## config.mk

```make
export PLATFORM = sky130hd
export DESIGN_NAME = gpio_in_debounce
export DESIGN_NICKNAME = d
export VERILOG_FILES = /design/src/rtl/gpio_in_debounce_pkg.sv /design/src/rtl/gpio_debounce_bit.sv /design/src/rtl/gpio_in_debounce.sv
export SDC_FILE = /design/constraint.sdc
export NUM_CORES = 1
export LEC_CHECK = 0
export ABC_AREA = 1
export BUFFER_PORTS_ARGS = -buffer_cell sky130_fd_sc_hd__buf_4
export CAP_MARGIN = 40
export CORE_MARGIN = 10
export CORE_UTILIZATION = 43
export DETAILED_ROUTE_END_ITERATION = 10
export MAX_ROUTING_LAYER = met4
export SLEW_MARGIN = 20
export SYNTH_ARGS = -nofsm -noshare
export SYNTH_HDL_FRONTEND = slang
export SYNTH_SLANG_ARGS = --single-unit
export TNS_END_PERCENT = 20
```

## constraint.sdc

```tcl
create_clock -name clk -period 3.02 [get_ports clk]
set_input_delay 0.151 -clock clk [delete_from_list [all_inputs] [get_ports clk]]
set_output_delay 0.151 -clock clk [all_outputs]
set_load 0.01 [all_outputs]
```

## src/rtl/gpio_in_debounce_pkg.sv

```systemverilog
// Shared definitions for the GPIO input path: default timing, port bit layout and the debounce state type.
package gpio_in_debounce_pkg;

   localparam int DEFAULT_WIDTH        = 12;
   localparam int DEFAULT_TICK_DIV     = 16000;
   localparam int DEFAULT_STABLE_TICKS = 4;

   // Board layout: eight slide switches, then four pushbuttons; button 8 doubles as the board reset.
   localparam int SW_FIRST  = 0;
   localparam int SW_LAST   = 7;
   localparam int BTN_FIRST = 8;
   localparam int BTN_LAST  = 11;
   localparam int RESET_BTN = 8;

   typedef enum logic {
      DB_STABLE   = 1'b0,
      DB_CHANGING = 1'b1
   } db_state_e;

   function automatic int cnt_width(input int ticks);
      return (ticks > 1) ? $clog2(ticks) : 1;
   endfunction

endpackage

```

## src/rtl/gpio_debounce_bit.sv

```systemverilog
// One GPIO input bit: two-flop synchroniser, tick-based debounce counter, stable level and edge pulse.
module gpio_debounce_bit
   import gpio_in_debounce_pkg::*;
#(
   parameter int STABLE_TICKS = DEFAULT_STABLE_TICKS,
   parameter bit BOTH_EDGES   = 1'b0
)
(
   input  logic clk,
   input  logic reset,
   input  logic pin,
   input  logic tick,
   output logic level,
   output logic edge_evt
);

   localparam int              CNT_W    = cnt_width(STABLE_TICKS);
   localparam logic [CNT_W-1:0] LAST_CNT = CNT_W'(STABLE_TICKS - 1);

   logic             sync_meta;
   logic             sync;
   logic [CNT_W-1:0] cnt;
   logic [CNT_W-1:0] cnt_next;
   logic             level_next;
   db_state_e        state;

   always_ff @(posedge clk or posedge reset) begin
      if (reset) begin
         sync_meta <= 1'b0;
         sync      <= 1'b0;
      end else begin
         sync_meta <= pin;
         sync      <= sync_meta;
      end
   end

   // Any cycle where the input agrees with the stable level discards the partial count.
   always_comb begin
      state      = (sync == level) ? DB_STABLE : DB_CHANGING;
      cnt_next   = cnt;
      level_next = level;
      if (state == DB_STABLE) begin
         cnt_next = '0;
      end else if (tick) begin
         if (cnt == LAST_CNT) begin
            level_next = sync;
            cnt_next   = '0;
         end else begin
            cnt_next = cnt + 1'b1;
         end
      end
   end

   assign edge_evt = BOTH_EDGES ? (level_next ^ level) : (level_next & ~level);

   always_ff @(posedge clk or posedge reset) begin
      if (reset) begin
         cnt   <= '0;
         level <= 1'b0;
      end else begin
         cnt   <= cnt_next;
         level <= level_next;
      end
   end

endmodule

```

## src/rtl/gpio_in_debounce.sv

```systemverilog
// GPIO input conditioning: per-bit debounce, shared sample prescaler, pending edge flags and one irq line.
// Define GPIO_IN_BOTH_EDGES_EN to latch falling as well as rising accepted changes.
module gpio_in_debounce
   import gpio_in_debounce_pkg::*;
#(
   parameter int WIDTH        = DEFAULT_WIDTH,
   parameter int TICK_DIV     = DEFAULT_TICK_DIV,
   parameter int STABLE_TICKS = DEFAULT_STABLE_TICKS
)
(
   input  logic             clk,
   input  logic             reset,
   input  logic [WIDTH-1:0] pins_in,
   output logic [WIDTH-1:0] level_out,
   output logic [WIDTH-1:0] pending_out,
   input  logic [WIDTH-1:0] irq_en,
   input  logic             clr_valid,
   input  logic [WIDTH-1:0] clr_mask,
   output logic             irq
);

   localparam int               PRE_W    = $clog2(TICK_DIV);
   localparam logic [PRE_W-1:0] PRE_LAST = PRE_W'(TICK_DIV - 1);

`ifdef GPIO_IN_BOTH_EDGES_EN
   localparam bit BOTH_EDGES = 1'b1;
`else
   localparam bit BOTH_EDGES = 1'b0;
`endif

   logic [PRE_W-1:0] pre_cnt;
   logic             tick;
   logic [WIDTH-1:0] event_bits;
   logic [WIDTH-1:0] clr_bits;
   logic [WIDTH-1:0] pending;

   always_ff @(posedge clk or posedge reset) begin
      if (reset) begin
         pre_cnt <= '0;
      end else if (pre_cnt == PRE_LAST) begin
         pre_cnt <= '0;
      end else begin
         pre_cnt <= pre_cnt + 1'b1;
      end
   end

   assign tick = (pre_cnt == PRE_LAST);

   for (genvar i = 0; i < WIDTH; i++) begin : g_bit
      gpio_debounce_bit #(
         .STABLE_TICKS (STABLE_TICKS),
         .BOTH_EDGES   (BOTH_EDGES)
      ) u_bit (
         .clk      (clk),
         .reset    (reset),
         .pin      (pins_in[i]),
         .tick     (tick),
         .level    (level_out[i]),
         .edge_evt (event_bits[i])
      );
   end

   assign clr_bits = clr_valid ? clr_mask : '0;

   // A new event in the same cycle as its clear survives so no edge is ever lost.
   always_ff @(posedge clk or posedge reset) begin
      if (reset) begin
         pending <= '0;
         irq     <= 1'b0;
      end else begin
         pending <= (pending & ~clr_bits) | event_bits;
         irq     <= |(pending & irq_en);
      end
   end

   assign pending_out = pending;

endmodule

```

==> impl_metrics.json, run 1 <==
{
  "clockBufferDepth": 2,
  "cap_violations": 0,
  "p_sw_mw": 0.4707,
  "diodes": 0,
  "max_slew_margin_pct": 56.69,
  "die_w_um": 116.4,
  "power.total_mw": 2.275,
  "p_int_mw": 1.805,
  "r2r_end": "g_bit[3].u_bit.cnt[0]",
  "area_delta_synth_final_pct": 22.22,
  "setup_ws_ps": 1000,
  "htree_levels": 3,
  "clk_latency_ps": 350,
  "max_stage_delay_ps": 510,
  "cts.sink_count": 87,
  "place_inst": 581,
  "postSynthCellCount": 427,
  "ys_seq_elements": 87,
  "cp.depth": 8,
  "post_dp_cell_area_um2": 4483,
  "switching_share_pct": 20.69,
  "drt-pass1-iter-count": 4,
  "tightestPinTransition_ps": 648.1,
  "synth_top_area_cell": "dfrtp_1",
  "cts_tree": "done",
  "yosysSeqAreaShare_pct": 54.53,
  "gp_congestion": 0.8626,
  "dp_worst_setup_slack_ps": 1002,
  "grt_pass1_wl_um": 13920,
  "start_util_pct": 43.62,
  "ant_nets": 0,
  "grt.total_usage_pct": 13.30,
  "post-route-drc-count": 0,
  "drive_gt1_share_pct": 20.00,
  "grt_pass1_vias": 2955,
  "synth_area_per_cell_um2": 9.350,
  "peakVddDrop_mv": 0.2261,
  "cts_buffers": 9,
  "grt_max_degree": 46,
  "cp_data_required_time_ps": 3310,
  "yosysWarnings": 0,
  "hold_viol_final": 0,
  "p_clk_share_pct": 43.5,
  "cp_top_family": "simple AND/OR/NAND/NOR gates",
  "vias_per_cell": 4.841,
  "outcome": "completed",
  "post_cts_buffers": 0,
  "fmaxAchievable_mhz": 495.1,
  "dp_hpwl_um": 6181,
  "final_max_slew_viol_count": 0,
  "critPathBufInv": 2,
  "worst_r2r_path_depth": 8,
  "r2r_start": "pre_cnt[0]",
  "clockRootBuffer": "clkbuf_8",
  "postLayoutCoreUtil_pct": 53.32,
  "crit_end": "g_bit[3].u_bit.cnt[0]",
  "grt_antenna_before_repair": 0,
  "power_density_nw_per_um2": 466.3,
  "path_class": "flop to flop",
  "r2r_slack_ps": 1000,
  "finalClockSkew_ps": 6.783,
  "synth_top_area_share_pct": 54.53,
  "leakagePower_nw": 2.514,
  "portBuffers": 63,
  "timing.final.crit_share_pct": 66.88,
  "syn_nets": 479,
  "core-area_um2": 9153,
  "start_kind": "flop",
  "die_h_um": 116.4,
  "hold_start": "clr_mask[4]",
  "finalSetupViolCount": 0,
  "dieArea_um2": 13540,
  "wl_per_cell_um": 13.68,
  "rsz0062_at_grt": "no",
  "crit_path_end_kind": "flop",
  "ys_top_cells_by_area": "dfrtp_1 55%, nand2_1 11%, nand3_1 6.4%",
  "syn_area_um2": 3993,
  "post_layout_nonfiller_instances": 611,
  "clk_pin_slew_ps": 90,
  "critPathArrivalTime_ps": 2310,
  "rows": 35,
  "holdBufCountCts": 13,
  "num_io_pins": 64,
  "nNetsFinal": 547,
  "comb_power_share_pct": 4.3,
  "finalSetupTns_ps": 0,
  "cp_slowest_cell": "nor2_4",
  "seqPwrFrac_pct": 52.2,
  "hold_slack_ps": 32.71,
  "startpoint": "pre_cnt[0]",
  "crit_chain": "ha_1 > nand3_2 > clkinv_2 > nand3_4 > nor2_4 > buf_12 > nand3_1 > nand2_1",
  "yosysUniqueCellTypes": 25,
  "grt_overflow_total": 0,
  "critPathMaxFanout": 41,
  "drt_iter0_drc": 163,
  "hp-class": "input port to flop",
  "routed_wirelength_um": 8358,
  "cts_resized": 0,
  "route.vias.total": 2958,
  "stdcell_area_um2": 4880,
  "period_needed_ps": 2020
}
==> synth_stat cells <==
cell type  instances
a21oi_1            2
a22o_1             6
a31oi_1            1
buf_12             1
buf_2              6
buf_4             13
buf_6              2
clkbuf_1           1
clkinv_2           1
dfrtp_1           87
ha_1              13
inv_1             24
inv_2              2
nand2_1          112
nand3_1           51
nand3_2           12
nand3_4            1
nand3b_1           1
nand4_1            4
nor2_1            39
nor2_4             1
nor3_1             3
o21ai_0           25
o21bai_1           2
xor2_1            17
==> cells in the final DEF (no fill, tap or decap), types with 2 or more instances in the layout <==
cell             n
inv_1           23
nor2_1          39
ha_1            13
buf_4           63
xor2_1          17
bufinv_16        3
inv_2            2
buf_12           3
nand3_2         12
nand4_1          4
o21bai_1         2
dlygate4sd3_1   13
dfrtp_1         87
a22o_1           6
nor3_1           3
clkbuf_8        10
a21oi_1          2
clkinvlp_4       2
o21ai_0         25
nand2_1        112
clkinv_2         2
nand3_1         51
==> registers in the layout, indices dropped and copies added (netlist names) <==
signal and cells:
g_bit.u_bit.level 12, pending_out 12, pre_cnt 14, g_bit.u_bit.cnt 24
g_bit.u_bit.sync 12, g_bit.u_bit.sync_meta 12, irq 1
==> worst min path at each step <==
| stage | endpoint | slack, ps | cells past startpoint |
|---|---|---|---|
| 2_1_floorplan | g_bit[0].u_bit.sync_meta | 180 | 0 |
| 3_3_place_gp | g_bit[3].u_bit.sync_meta | 260 | 1 |
| 3_5_place_dp | g_bit[10].u_bit.sync_meta | 260 | 1 |
| 4_1_cts | pending_out[5] | 20 | 4 |
| 5_1_grt | pending_out[5] | 30 | 4 |
| 6_report | pending_out[4] | 30 | 4 |
==> metal layers <==
metal	share of wire, %	global-route usage, %	up-vias
met5	0	-	-
met4	2.0	3.920	0
met3	4.0	3.852	13
met2	48	20.44	57
met1	46	16.71	1383
li1	-	-	1505
==> logic make-up (layout without fill, tap and decap cells) <==
logic type / count (synthesis) / after routing / synth area share (%)
xor gates and xnor gates: 17 / 17 / 3.729
buffers and inverters: 50 / 123 / 6.926
and+or+nand+nor: 224 / 224 / 25.51
adders and majority gates: 13 / 13 / 4.074
DFF: 87 / 87 / 54.53
AOI/OAI and AO/OA: 36 / 36 / 5.233
==> power by group through the flow <==
stage	registers [mW]	clock network, mW	logic (mW)
2_1_floorplan	1.21	0	0.0317
3_3_place_gp	1.21	0	0.0823
3_5_place_dp	1.21	0	0.0834
4_1_cts	1.19	1.01	0.0971
5_1_grt	1.19	1.06	0.109
6_report	1.19	0.990	0.0973
==> worst reg2reg max path, cell delays in order (launching register included) <==
cell and delay (ps):
dfrtp_1 410, ha_1 220, nand3_2 130, clkinv_2 120
nand3_4 80, nor2_4 510, buf_12 300, nand3_1 120
nand2_1 80
==> area by class of cell <==
| type | instances | area [µm²] |
|---|---|---|
| clock buffers | 11 | 141.4 |
| clock inverters | 5 | 105.1 |
| fillers | 822 | 4273 |
| inverters | 27 | 103.9 |
| multi-input cells | 290 | 1539 |
| flip-flops and latches | 87 | 2177 |
| well taps | 111 | 138.9 |
| repair buffers | 80 | 674.4 |
(Power assumes the default switching activity.)
==> inputs of run 2 (changes only) <==
ABC_AREA = 0   (was 1)
clock period = 2 ns   (was 3.02 ns; I/O delays follow)
==> impl_metrics.json, run 2 <==
{
  "outcome": "completed",
  "grt_pass1_wl_um": 12830,
  "r2r_slack_ps": 260,
  "max_slew_margin_pct": 64.26,
  "num_io_pins": 64,
  "top_regs": "g_bit.u_bit.cnt (24), pre_cnt (14)",
  "area_delta_synth_final_pct": 24.69,
  "final_max_slew_viol_count": 0,
  "synth_top_area_share_pct": 58.53,
  "nNetsFinal": 461,
  "route.vias.total": 2563,
  "leakagePower_nw": 2.211,
  "core-area_um2": 8299,
  "dieArea_um2": 12770,
  "wl_per_cell_um": 14.40,
  "start_kind": "flop",
  "largest_reg_flops": 24,
  "drive_gt1_share_pct": 23.67,
  "hp-class": "input port to flop",
  "postLayoutCoreUtil_pct": 55.89,
  "power.total_mw": 3.242,
  "synth_edf_count": 0,
  "period_needed_ps": 1742,
  "postSynthCellCount": 333,
  "htree_levels": 3,
  "post_dp_cell_area_um2": 4248,
  "finalClockSkew_ps": 10.64,
  "routed_wirelength_um": 7472,
  "cts_tree": "done",
  "place_inst": 485,
  "grt.total_usage_pct": 12.61,
  "syn_nets": 385,
  "rows": 33,
  "synth_top_area_cell": "dfrtp_1",
  "crit_top_cell": "and4_1",
  "yosysMostFrequentCell": "dfrtp_1",
  "rsz0062_at_grt": "no",
  "yosysUniqueCellTypes": 29,
  "max_stage_delay_ps": 440,
  "peakVddDrop_mv": 0.3533,
  "die_h_um": 113.0,
  "ys_seq_elements": 87,
  "cts_resized": 0,
  "yosysSeqAreaShare_pct": 58.53,
  "cts_buffers": 9,
  "vias_per_cell": 4.938,
  "cp_slowest_cell": "dfrtp_1",
  "synth_ff_type": "dfrtp_1",
  "clockBufferDepth": 2,
  "clockRootBuffer": "clkbuf_8",
  "post_cts_buffers": 0,
  "grt_max_degree": 65,
  "clk_pin_slew_ps": 100,
  "timing.final.crit_share_pct": 87.09,
  "diodes": 0,
  "crit_chain": "and4_1 > and4_1 > buf_4 > nand2_1 > mux2_4",
  "post-route-drc-count": 0,
  "crit_path_end_kind": "flop",
  "ys_top_cells_by_count": "87 x dfrtp_1, 74 x nand2_1, 25 x a21oi_1",
  "fmaxAchievable_mhz": 574.1,
  "drt-pass1-iter-count": 4,
  "final_common_cell": "dfrtp_1",
  "clk_latency_ps": 360,
  "post_layout_nonfiller_instances": 519,
  "grt_overflow_total": 0,
  "yosysWarnings": 0,
  "top_register": "g_bit.u_bit.cnt",
  "drt_iter0_drc": 141,
  "ant_nets": 0,
  "grt_pass1_vias": 2646,
  "tightestPinTransition_ps": 535.0,
  "dp_hpwl_um": 5411,
  "grt_antenna_before_repair": 0,
  "synthArstFlopShare_pct": 100.0,
  "gp_congestion": 0.7843,
  "synth_area_per_cell_um2": 11.17,
  "fill_cells": 706,
  "critPathArrivalTime_ps": 1990,
  "critPathMaxFanout": 12,
  "power_density_nw_per_um2": 699.0,
  "hold_viol_final": 0,
  "final_cell_mix": "87 x dfrtp_1, 74 x nand2_1, 66 x buf_4",
  "ys_top_cells_by_area": "dfrtp_1 59%, nand2_1 7.5%, ha_1 4.4%",
  "path_class": "flop to flop",
  "start_util_pct": 44.82,
  "cp_data_required_time_ps": 2240,
  "die_w_um": 113.0,
  "finalSetupTns_ps": 0,
  "cts.sink_count": 87,
  "cap_violations": 0,
  "finalSetupViolCount": 0,
  "syn_area_um2": 3720,
  "portBuffers": 63,
  "stdcell_area_um2": 4638
}
run 2: layer usage:
metal	GRT usage [%]	share of wire, %	up-vias
met2	19.43	48	56
li1	-	-	1274
met3	4.543	5.9	6
met4	3.469	0.68	0
met1	15.31	45	1227
met5	-	0	-
run 2: per-stage QoR:
stage               hold slack, ps  setup slack (ps)
floorplan                    131.4             418.2
global placement             179.5             301.4
detailed placement           176.4             271.6
CTS                          4.380             246.6
global route                 18.33             136.3
finish                       16.85             258.2
run 2: final cells by class:
type / count / area, µm² / area share, %
Sequential cell: 87 / 2177 / 46.94
Multi-Input combinational cell: 223 / 1393 / 30.02
Timing Repair Buffer: 86 / 715.7 / 15.43
Tap cell: 105 / 131.4 / 2.832
Clock buffer: 9 / 123.9 / 2.671
Clock inverter: 7 / 86.33 / 1.861
Inverter: 2 / 11.26 / 0.2428
run 2: cell families (layout without fill, tap and decap cells):
family / count (synthesis) / after routing / share of synthesized area (%)
AO/OA/AOI/OAI: 46 / 46 / 6.862
flip-flops: 87 / 87 / 58.53
buffers and inverters: 23 / 104 / 4.036
multiplexers: 13 / 13 / 4.709
AND/OR/NAND/NOR: 130 / 130 / 16.55
adder cells (fa/ha/maj): 13 / 13 / 4.373
XOR/XNOR: 21 / 21 / 4.944
run 2: power by group:
group	leakage, nW	internal [mW]	switching [mW]
Combinational	0.961	0.0841	0.0648
Sequential	1.15	1.78	0.0154
Clock	0.105	0.608	0.688
run 2: path summary, 6_finish.rpt:
| kind | from | to | cells after the start |
|---|---|---|---|
| hold reg to reg | g_bit[4].u_bit.sync_meta | g_bit[4].u_bit.sync | 0 |
| hold / removal | clr_mask[7] | pending_out[7] | 4 |
| min in group asynchronous | reset | pending_out[4] | 3 |
| max in group asynchronous | reset | g_bit[3].u_bit.cnt[1] | 4 |
| setup reg to reg | pre_cnt[2] | g_bit[11].u_bit.level | 5 |
| setup / recovery | pre_cnt[2] | g_bit[11].u_bit.level | 5 |
run 2: timing repair:
action | in CTS | in global routing
endpoints found under the setup margin | 0 | 0
hold buffers | 18 | 0
hold endpoints to repair | 37 | 0
run 2: critical path, delay by kind of cell, from the launching register on:
family                 cells  cell delay (ps)
and+or+nand+nor            3              670
DFF                        1              440
muxes                      1              300
buffers and inverters      1              220
